[src/rtl/ps2_scan_rx_if.sv]
// ----------------------------------------------------------------------------
// ps2_scan_rx_if
// Scan-code bus between the PS/2 receiver (master, producer) and its
// consumers such as the seven-segment history display and the make/break
// LED shifter (slave).
//   code       [7:0]  last accepted byte, held until the next one
//   new_code          one-cycle strobe, high when code takes a new value
//   makeBreak         1 = make byte, 0 = F0 prefix or byte following F0
//   extended          1 = E0 prefix or byte following E0
//   frame_err         one-cycle strobe on parity, stop-bit or timeout error
// ----------------------------------------------------------------------------
interface ps2_scan_rx_if;
    logic [7:0] code;
    logic       new_code;
    logic       makeBreak;
    logic       extended;
    logic       frame_err;

    modport master (
        output code,
        output new_code,
        output makeBreak,
        output extended,
        output frame_err
    );

    modport slave (
        input  code,
        input  new_code,
        input  makeBreak,
        input  extended,
        input  frame_err
    );
endinterface

[src/rtl/ps2_scan_rx.sv]
// ----------------------------------------------------------------------------
// ps2_scan_rx
// Receives device-to-host PS/2 keyboard frames from the raw ps2_clk/ps2_data
// lines and publishes one byte per valid frame on the scan-code bus, with
// F0 (break) and E0 (extended) prefix tracking and a stall watchdog.
//   clk        system clock, all state changes on its rising edge
//   rst        asynchronous active-high reset
//   ps2_clk    raw PS/2 clock line, asynchronous to clk
//   ps2_data   raw PS/2 data line, asynchronous to clk
//   kbd        scan-code bus (master): code, new_code, makeBreak,
//              extended, frame_err -- all registered
// ----------------------------------------------------------------------------
module ps2_scan_rx #(
    parameter int unsigned FILTER_LEN     = 8,
    parameter int unsigned TIMEOUT_CYCLES = 100000
) (
    input  logic               clk,
    input  logic               rst,
    input  logic               ps2_clk,
    input  logic               ps2_data,
    ps2_scan_rx_if.master      kbd
);

    localparam int unsigned FCNT_W = $clog2(FILTER_LEN + 1);
    localparam int unsigned WDOG_W = $clog2(TIMEOUT_CYCLES + 1);
    localparam int unsigned BYTE_W = 8;
    localparam int unsigned BCNT_W = 3;

    localparam logic [BYTE_W-1:0] BRK_PREFIX = 8'hF0;
    localparam logic [BYTE_W-1:0] EXT_PREFIX = 8'hE0;

    typedef enum logic [1:0] {
        ST_IDLE   = 2'd0,
        ST_DATA   = 2'd1,
        ST_PARITY = 2'd2,
        ST_STOP   = 2'd3
    } state_e;

    // ------------------------------------------------------------------------
    // Input synchronisers and ps2_clk glitch filter
    // ------------------------------------------------------------------------
    logic              clk_meta_q, clk_sync_q;
    logic              dat_meta_q, dat_sync_q;
    logic              filt_clk_q, filt_clk_d;
    logic [FCNT_W-1:0] fcnt_q, fcnt_d;
    logic              fall_c;

    // Lines idle high, so synchronisers reset high to avoid a spurious edge.
    always_ff @(posedge clk or posedge rst) begin
        if (rst) begin
            clk_meta_q <= 1'b1;
            clk_sync_q <= 1'b1;
            dat_meta_q <= 1'b1;
            dat_sync_q <= 1'b1;
            filt_clk_q <= 1'b1;
            fcnt_q     <= '0;
        end else begin
            clk_meta_q <= ps2_clk;
            clk_sync_q <= clk_meta_q;
            dat_meta_q <= ps2_data;
            dat_sync_q <= dat_meta_q;
            filt_clk_q <= filt_clk_d;
            fcnt_q     <= fcnt_d;
        end
    end

    // Filtered level flips once FILTER_LEN consecutive samples disagree with it;
    // any agreeing sample restarts the run.
    always_comb begin
        filt_clk_d = filt_clk_q;
        fcnt_d     = '0;
        if (clk_sync_q != filt_clk_q) begin
            if (fcnt_q == FCNT_W'(FILTER_LEN - 1)) begin
                filt_clk_d = clk_sync_q;
            end else begin
                fcnt_d = fcnt_q + FCNT_W'(1);
            end
        end
    end

    // Fall is flagged in the cycle whose closing edge drops the filtered clock,
    // so data is sampled from the synchroniser in that same cycle.
    assign fall_c = filt_clk_q & ~filt_clk_d;

    // ------------------------------------------------------------------------
    // Frame FSM, watchdog and prefix tracking
    // ------------------------------------------------------------------------
    state_e            state_q, state_d;
    logic [BCNT_W-1:0] bit_cnt_q, bit_cnt_d;
    logic [BYTE_W-1:0] shift_q, shift_d;
    logic              par_q, par_d;
    logic [WDOG_W-1:0] wdog_q, wdog_d;
    logic              brk_pend_q, brk_pend_d;
    logic              ext_pend_q, ext_pend_d;
    logic [BYTE_W-1:0] code_q, code_d;
    logic              new_code_q, new_code_d;
    logic              mb_q, mb_d;
    logic              ext_q, ext_d;
    logic              ferr_q, ferr_d;

    always_ff @(posedge clk or posedge rst) begin
        if (rst) begin
            state_q    <= ST_IDLE;
            bit_cnt_q  <= '0;
            shift_q    <= '0;
            par_q      <= 1'b0;
            wdog_q     <= '0;
            brk_pend_q <= 1'b0;
            ext_pend_q <= 1'b0;
            code_q     <= '0;
            new_code_q <= 1'b0;
            mb_q       <= 1'b0;
            ext_q      <= 1'b0;
            ferr_q     <= 1'b0;
        end else begin
            state_q    <= state_d;
            bit_cnt_q  <= bit_cnt_d;
            shift_q    <= shift_d;
            par_q      <= par_d;
            wdog_q     <= wdog_d;
            brk_pend_q <= brk_pend_d;
            ext_pend_q <= ext_pend_d;
            code_q     <= code_d;
            new_code_q <= new_code_d;
            mb_q       <= mb_d;
            ext_q      <= ext_d;
            ferr_q     <= ferr_d;
        end
    end

    always_comb begin
        state_d    = state_q;
        bit_cnt_d  = bit_cnt_q;
        shift_d    = shift_q;
        par_d      = par_q;
        wdog_d     = wdog_q;
        brk_pend_d = brk_pend_q;
        ext_pend_d = ext_pend_q;
        code_d     = code_q;
        mb_d       = mb_q;
        ext_d      = ext_q;
        new_code_d = 1'b0;
        ferr_d     = 1'b0;

        // Watchdog only runs while a frame is in flight.
        if ((state_q == ST_IDLE) || fall_c) begin
            wdog_d = '0;
        end else begin
            wdog_d = wdog_q + WDOG_W'(1);
        end

        unique case (state_q)
            ST_IDLE: begin
                // A fall with data high is a line glitch, not a start bit.
                if (fall_c && !dat_sync_q) begin
                    state_d   = ST_DATA;
                    bit_cnt_d = '0;
                end
            end

            ST_DATA: begin
                if (fall_c) begin
                    shift_d = {dat_sync_q, shift_q[BYTE_W-1:1]};
                    if (bit_cnt_q == BCNT_W'(BYTE_W - 1)) begin
                        state_d = ST_PARITY;
                    end else begin
                        bit_cnt_d = bit_cnt_q + BCNT_W'(1);
                    end
                end
            end

            ST_PARITY: begin
                if (fall_c) begin
                    par_d   = dat_sync_q;
                    state_d = ST_STOP;
                end
            end

            ST_STOP: begin
                if (fall_c) begin
                    state_d = ST_IDLE;
                    if (dat_sync_q && (^{shift_q, par_q})) begin
                        new_code_d = 1'b1;
                        code_d     = shift_q;
                        if (shift_q == BRK_PREFIX) begin
                            mb_d       = 1'b0;
                            ext_d      = ext_pend_q;
                            brk_pend_d = 1'b1;
                        end else if (shift_q == EXT_PREFIX) begin
                            mb_d       = ~brk_pend_q;
                            ext_d      = 1'b1;
                            ext_pend_d = 1'b1;
                        end else begin
                            mb_d       = ~brk_pend_q;
                            ext_d      = ext_pend_q;
                            brk_pend_d = 1'b0;
                            ext_pend_d = 1'b0;
                        end
                    end else begin
                        ferr_d = 1'b1;
                    end
                end
            end

            default: begin
                state_d = ST_IDLE;
            end
        endcase

        // Stalled frame: abandon it. A coincident fall takes priority.
        if ((state_q != ST_IDLE) && !fall_c &&
            (wdog_q == WDOG_W'(TIMEOUT_CYCLES - 1))) begin
            state_d   = ST_IDLE;
            bit_cnt_d = '0;
            shift_d   = '0;
            wdog_d    = '0;
            ferr_d    = 1'b1;
        end
    end

    assign kbd.code      = code_q;
    assign kbd.new_code  = new_code_q;
    assign kbd.makeBreak = mb_q;
    assign kbd.extended  = ext_q;
    assign kbd.frame_err = ferr_q;

endmodule

[src/flat_wrapper.sv]
// flat-port wrapper written by rule: the top's interface ports become plain ports
module ps2_scan_rx_flat 
#(
    parameter int unsigned FILTER_LEN     = 8,
    parameter int unsigned TIMEOUT_CYCLES = 100000
)
  (clk, rst, ps2_clk, ps2_data, kbd_code, kbd_new_code, kbd_makeBreak, kbd_extended, kbd_frame_err);
  ps2_scan_rx_if kbd_i ();
  input  logic clk;
  input  logic rst;
  input  logic ps2_clk;
  input  logic ps2_data;
  output wire logic [$bits(kbd_i.code)-1:0] kbd_code;
  output wire logic [$bits(kbd_i.new_code)-1:0] kbd_new_code;
  output wire logic [$bits(kbd_i.makeBreak)-1:0] kbd_makeBreak;
  output wire logic [$bits(kbd_i.extended)-1:0] kbd_extended;
  output wire logic [$bits(kbd_i.frame_err)-1:0] kbd_frame_err;
  assign kbd_code = kbd_i.code;
  assign kbd_new_code = kbd_i.new_code;
  assign kbd_makeBreak = kbd_i.makeBreak;
  assign kbd_extended = kbd_i.extended;
  assign kbd_frame_err = kbd_i.frame_err;
  ps2_scan_rx #(.FILTER_LEN(FILTER_LEN), .TIMEOUT_CYCLES(TIMEOUT_CYCLES)) u_core (.clk(clk), .rst(rst), .ps2_clk(ps2_clk), .ps2_data(ps2_data), .kbd(kbd_i));
endmodule
[config.mk]
export PLATFORM = sky130hd
export DESIGN_NAME = ps2_scan_rx_flat
export DESIGN_NICKNAME = d
export VERILOG_FILES = /design/src/rtl/ps2_scan_rx_if.sv /design/src/rtl/ps2_scan_rx.sv /design/src/flat_wrapper.sv
export SDC_FILE = /design/constraint.sdc
export NUM_CORES = 1
export LEC_CHECK = 0
export CORE_MARGIN = 2
export CORE_UTILIZATION = 50
export CTS_BUF_LIST = sky130_fd_sc_hd__clkbuf_4
export CTS_CLUSTER_SIZE = 16
export DETAILED_ROUTE_END_ITERATION = 8
export PLACE_DENSITY = 0.77
export SETUP_SLACK_MARGIN = 0.1
export SYNTH_ARGS = -nofsm -noshare
export SYNTH_HDL_FRONTEND = slang
export SYNTH_SLANG_ARGS = --single-unit
[constraint.sdc]
create_clock -name clk -period 4.5 [get_ports clk]
set_input_delay 0.675 -clock clk [delete_from_list [all_inputs] [get_ports clk]]
set_output_delay 0.675 -clock clk [all_outputs]
set_load 0.02 [all_outputs]
# Word level (Yosys, flattened, before mapping)

Cells that the tools add are included.

Reductions and logical operators: 20
Multiplexer cells: 34
Add/sub/neg operators: 3
Equal/unequal tests: 16
Bitwise logic cells: 4

Operator list:

| cell                    | number |
|---|---|
| $mux W17                | 2 |
| $mux W8                 | 3 |
| $add A17 B1 Y17 const B | 1 |
| $eq A17 B17 Y1 const B  | 1 |
| $eq A8 B8 Y1 const B    | 2 |
| $mux W1                 | 15 |
| $mux W2                 | 6 |
| $mux W3                 | 4 |
| $ne A3 B1 Y1 const B    | 4 |
| $reduce_and A4 Y1       | 3 |
| $reduce_xor A9 Y1       | 1 |
| $mux W4                 | 2 |
| $pmux W2 S4             | 1 |
| $ne A3 B3 Y1 const B    | 2 |
| $pmux W3 S2             | 1 |
| $reduce_bool A2 Y1      | 3 |
| $reduce_and A5 Y1       | 1 |
| $add A4 B1 Y4 const B   | 1 |
| $eq A2 B2 Y1 const B    | 2 |
| $eq A4 B3 Y1 const B    | 1 |
| $logic_and A1 B1 Y1     | 4 |
| $reduce_and A2 Y1       | 2 |
| $add A3 B1 Y3 const B   | 1 |
| $eq A3 B3 Y1 const B    | 1 |
| other kinds (10)        | 13 |

Output and inout port bits: 12
Word-level logic and storage cells: 95
Register bits: 54
Bits of input ports: 4

# Longest topological paths before layout

Depth in word-level cells: 10
Depth in mapped cells: 9

# Worst setup path before layout

OpenSTA, ideal clock, no wires.

Path type: register -> register
Start point: register u_core.fcnt_q[0]
End point: register u_core.bit_cnt_q[0]
Period minus slack after synthesis: 2.022 ns
Path slack: 2.478 ns
Path buffers: 2
Data required time: 4.375 ns
Arrival time: 1.897 ns
Cell stages (with the launch flop): 9
Path through: dfrtp_1 ha_1 and3b_1 clkbuf_1 and2_1 buf_2 nor3_1 o21ai_0 mux2_2

Word-level cells in the longest chain between the ends: 10

RTL lines:

| item                                           | RTL line           | text |
|---|---|---|
| from (decl)                                    | ps2_scan_rx.sv:45  | `logic [FCNT_W-1:0] fcnt_q, fcnt_d;` |
| from (signal assigned)                         | ps2_scan_rx.sv:63  | `fcnt_q <= fcnt_d;` |
| $eq A4 B3 Y1 (*)                               | ps2_scan_rx.sv:73  | `if (fcnt_q == FCNT_W'(FILTER_LEN - 1)) begin` |
| $mux W1 (*)                                    | ps2_scan_rx.sv:73  |  |
| $mux W1 (*)                                    | ps2_scan_rx.sv:72  | `if (clk_sync_q != filt_clk_q) begin` |
| $not A1 Y1 (*)                                 | ps2_scan_rx.sv:83  | `assign fall_c = filt_clk_q & ~filt_clk_d;` |
| $and A1 B1 Y1 (*)                              | ps2_scan_rx.sv:83  |  |
| $logic_not A1 Y1                               | ps2_scan_rx.sv:211 | `if ((state_q != ST_IDLE) && !fall_c &&` |
| $logic_and A1 B1 Y1 (2 in series)              | ps2_scan_rx.sv:211 |  |
| $ne A3 B3 Y1 (no line) (tied with other cells) | -                  |  |
| $reduce_and A4 Y1 (no line)                    | -                  |  |
| to (signal assigned)                           | ps2_scan_rx.sv:117 | `bit_cnt_q <= bit_cnt_d;` |
| to (decl)                                      | ps2_scan_rx.sv:89  | `logic [BCNT_W-1:0] bit_cnt_q, bit_cnt_d;` |

Mark *: on every way between the ends. The rest lies on a longest branch, timed or not.
A chain may end at the register's enable or synchronous reset.

# Final worst setup path

Start point: register u_core.shift_q[6]
End point: register u_core.code_q[6], in the netlist u_core.kbd.code[6]

Word-level cells in the longest chain between the ends: 3

RTL lines:

| item                        | RTL line           | text |
|---|---|---|
| from (decl)                 | ps2_scan_rx.sv:90  | `logic [BYTE_W-1:0] shift_q, shift_d;` |
| from (signal assigned)      | ps2_scan_rx.sv:118 | `shift_q <= shift_d;` |
| $reduce_xor A9 Y1           | ps2_scan_rx.sv:182 | `if (dat_sync_q && (^{shift_q, par_q})) begin` |
| $logic_and A1 B1 Y1         | ps2_scan_rx.sv:182 |  |
| $reduce_and A3 Y1 (no line) | -                  |  |
| to (signal assigned)        | ps2_scan_rx.sv:123 | `code_q <= code_d;` |
| to (decl)                   | ps2_scan_rx.sv:95  | `logic [BYTE_W-1:0] code_q, code_d;` |

Several ways; a longest one is shown, not always the timed one.

==> results_dict.tcl <==
set metrics [dict create \
    first_global_vias 1510 \
    crit_type "reg2reg" \
    ir_drop_uv 297 \
    detail_route.wirelength_um 4050 \
    reg2reg_setup_slack_ps 2290 \
    r2r_cells 5 \
    htree_num_levels 2 \
    antenna_found_initial 0 \
    internal_power_w 0.000727 \
    clockBufferDepth 2 \
    yosys_most_used_dff "sky130_fd_sc_hd__dfrtp_1" \
    synth-async-reset-ratio_pct 100 \
    insertedDiodeCount 0 \
    power.share.clock_pct 25.8 \
    timing_hold_violations_final 0 \
    worst_setup_path_start_kind "flip-flop" \
    drtIter0Drc 99 \
    drv_cap 0 \
    placement.setup.worst_slack_ps 2320 \
    dp_hpwl_um 2790 \
    timing.final.crit_period_ps 2210 \
    cts_post_setup_buffers_inserted 0 \
    core.rowCount 25 \
    viasPerCell 5.32 \
    setup_total_negative_slack_ps 0 \
    post_cts_resize_count 0 \
    hold_path_end "u_core.clk_sync_q" \
    timing.critical_path.fanout_max 11 \
    detailed_place.area_um2 2740 \
    stdcell_area_um2 2820 \
    cts.hold.buffers_added 0 \
    yosys_warns 0 \
    achievable-frequency_mhz 452 \
    sequentialPowerShare_pct 54.7 \
    power.combinational.fraction_pct 19.5 \
    commonest_non_fill_non_tap_cell_in_the_layout "sky130_fd_sc_hd__dfrtp_1" \
    final_max_slew_viol_count 0 \
    synth.yosys.seq_area_share_pct 53.6 \
    antenna_left 0 \
    postSynthNetCount 238 \
    timing.rr.start "u_core.shift_q[6]" \
    gr-usage-all-layers_pct 16.0 \
    routed-via-count 1644 \
    avgRoutedWirePerCell_um 13.1 \
    syn-instance-count 225 \
    placement.io_buffers 15 \
    rsz_0062_raised_after_global_routing "no" \
    floorplan.die.height_um 75.2 \
    drt-pass1-iter-count 4 \
    number_of_flops_mapped_to_enable_cells_by_yosys 0 \
    critPathLaunch "u_core.shift_q[6]" \
    status "completed" \
    mostFrequentLayoutCells "49 x sky130_fd_sc_hd__dfrtp_1, 21 x sky130_fd_sc_hd__nor2_1, 21 x sky130_fd_sc_hd__nand2_1, 17 x sky130_fd_sc_hd__nand3_1, 15 x sky130_fd_sc_hd__clkdlybuf4s50_1" \
    power_density_nw_per_um2 365 \
    hold_start "u_core.clk_meta_q" \
    globalRouteOverflowTotal 0 \
    clock_tree_from_tritoncts "built" \
    placed_cells_incl_taps 301 \
    synth.ff_latch_count 54 \
    synth.cell_area_um2 2530 \
    cp.required_ps 4760 \
    die_area_um2 5660 \
    cts_num_sinks 54 \
    power.switching_fraction_pct 29.3 \
    setup_slack_ps 2290 \
    clock_insertion_delay_worst_skew_ps 360 \
    final_net_count 254 \
    syn_to_final_growth_pct 11.3 \
    power.net_switching_w 0.000302 \
    tightestPinTransition_ps 1050 \
    timing.critical_path.to_type "flip-flop" \
    worst_setup_hold_path_clk_slew_ps 150 \
    grt_start_max_net_pins 55 \
    fp.dieW_um 75.2 \
    finalWeightedCongestion 0.822 \
    instances_no_fill 309 \
    r2r_end "u_core.kbd.code[6]" \
    coreArea_um2 4820 \
    maxSlewHeadroom_pct 29.8 \
    min_path_type "reg2reg" \
    finalCritPeriodShare_pct 49.1 \
    synthDistinctLibCells 43 \
    timing.critical_path.arrival_ps 2470 \
    ioPinCount 16 \
    cts_made_buffers 5 \
    setup_viol 0 \
    grt_first_pass_wirelength_um 6840 \
    start_util_pct 52.6 \
    drc 0 \
    cts-root-buf "sky130_fd_sc_hd__clkbuf_4" \
    avg_synthesized_cell_area_um2 11.3 \
    holdPathStages 0 \
    cellLeakagePower_nw 1.33 \
    post_route_cells_drive_above_1_share_pct 12.0 \
    skew_ps 9.15 \
]
layout make-up:
type | count | area, um2
Sequential cell | 54 | 1360
Tap cell | 67 | 83.8
Fill cell | 414 | 2000
Multi-Input combinational cell | 157 | 1120
Clock buffer | 6 | 45.0
Inverter | 8 | 30.0
Clock inverter | 2 | 37.5
Timing Repair Buffer | 15 | 150
power groups by stage:
stage	sequential (W)	combinational (W)	clock [W]
floorplan	0.000565	0.000159	0
global route	0.000569	0.000226	0.000294
CTS	0.000562	0.000203	0.000277
finish	0.000562	0.000201	0.000266
detailed placement	0.000571	0.000202	0
global placement	0.000569	0.000194	0
routing by layer:
metal	share of wire (%)	track usage [%]	up-vias	wire (um)
met2	44	24.1	37	1800
met3	3.9	3.21	2	159
li1	-	-	811	-
met4	1.1	6.43	0	43
met1	51	22.9	794	2050
met5	0	0	-	0
stage by stage:
stage	hold WS, ps	utilization, %	total power, W
floorplan	345	-	0.000724
global placement	346	56.8	0.000763
detailed placement	348	56.8	0.000773
CTS	369	58.5	0.00104
global route	371	58.5	0.00109
finish	368	58.5	0.00103
kinds of logic after synthesis:
group,Yosys count,share of synthesized area [%]
AND/OR/NAND/NOR,89,17.8
XOR/XNOR,24,9.13
flip-flops,54,53.6
adder cells (fa/ha/maj),9,4.44
AO/OA/AOI/OAI,22,5.73
buffers and inverters,14,2.42
multiplexers,13,6.91
worst max path at each step:
stage / depth (start not counted) / slack [ps] / to
after floorplan: 8 / 2480 / u_core.bit_cnt_q[0]
after CTS: 5 / 2290 / u_core.kbd.code[4]
final: 5 / 2290 / u_core.kbd.code[6]
after global routing: 5 / 2150 / u_core.kbd.code[4]
after detailed placement: 5 / 2320 / u_core.kbd.code[0]
after global placement: 5 / 2380 / u_core.kbd.code[7]
worst max-delay path: stages, from the launching register on:
cell and delay, ps:
sky130_fd_sc_hd__dfrtp_1 470, sky130_fd_sc_hd__xnor2_1 190, sky130_fd_sc_hd__xnor3_1 460, sky130_fd_sc_hd__xnor2_2 250, sky130_fd_sc_hd__nand3_2 340, sky130_fd_sc_hd__mux2_4 400
sequential cells by signal, indices dropped and copies added (netlist names), 2 cells and up:
signal and flops:
u_core.state_q 2, u_core.kbd.code 8, u_core.bit_cnt_q 3, u_core.fcnt_q 4
u_core.wdog_q 17, u_core.shift_q 8
synth_stat cells, types with 2 or more instances:
library cell               count  share of area [%]
sky130_fd_sc_hd__nor2b_1       2               0.49
sky130_fd_sc_hd__xor2_1       12                4.1
sky130_fd_sc_hd__nand3_1      17                3.4
sky130_fd_sc_hd__o21ai_0       6                1.2
sky130_fd_sc_hd__ha_1          9                4.4
sky130_fd_sc_hd__inv_1         8                1.2
sky130_fd_sc_hd__nor4b_1       2               0.69
sky130_fd_sc_hd__clkbuf_1      3               0.44
sky130_fd_sc_hd__nand2_1      21                3.1
sky130_fd_sc_hd__mux2_4        8                4.7
sky130_fd_sc_hd__nand4_1       4               0.99
sky130_fd_sc_hd__xnor2_1      10                3.5
sky130_fd_sc_hd__dfrtp_1      49                 48
sky130_fd_sc_hd__nor3_1        5               0.99
sky130_fd_sc_hd__and3_1        5                1.2
sky130_fd_sc_hd__a22o_1        2               0.69
sky130_fd_sc_hd__and2_1        2               0.49
sky130_fd_sc_hd__a211oi_1      2               0.59
sky130_fd_sc_hd__dfstp_2       5                5.2
sky130_fd_sc_hd__nor2_1       21                3.1
sky130_fd_sc_hd__mux2_2        4                1.8
sky130_fd_sc_hd__a41oi_1       2               0.69
sky130_fd_sc_hd__nor4bb_1      2               0.79
sky130_fd_sc_hd__a21oi_1       4               0.79
sky130_fd_sc_hd__a31oi_1       2               0.49
No activity file was read; power rests on OpenSTA's default activity.
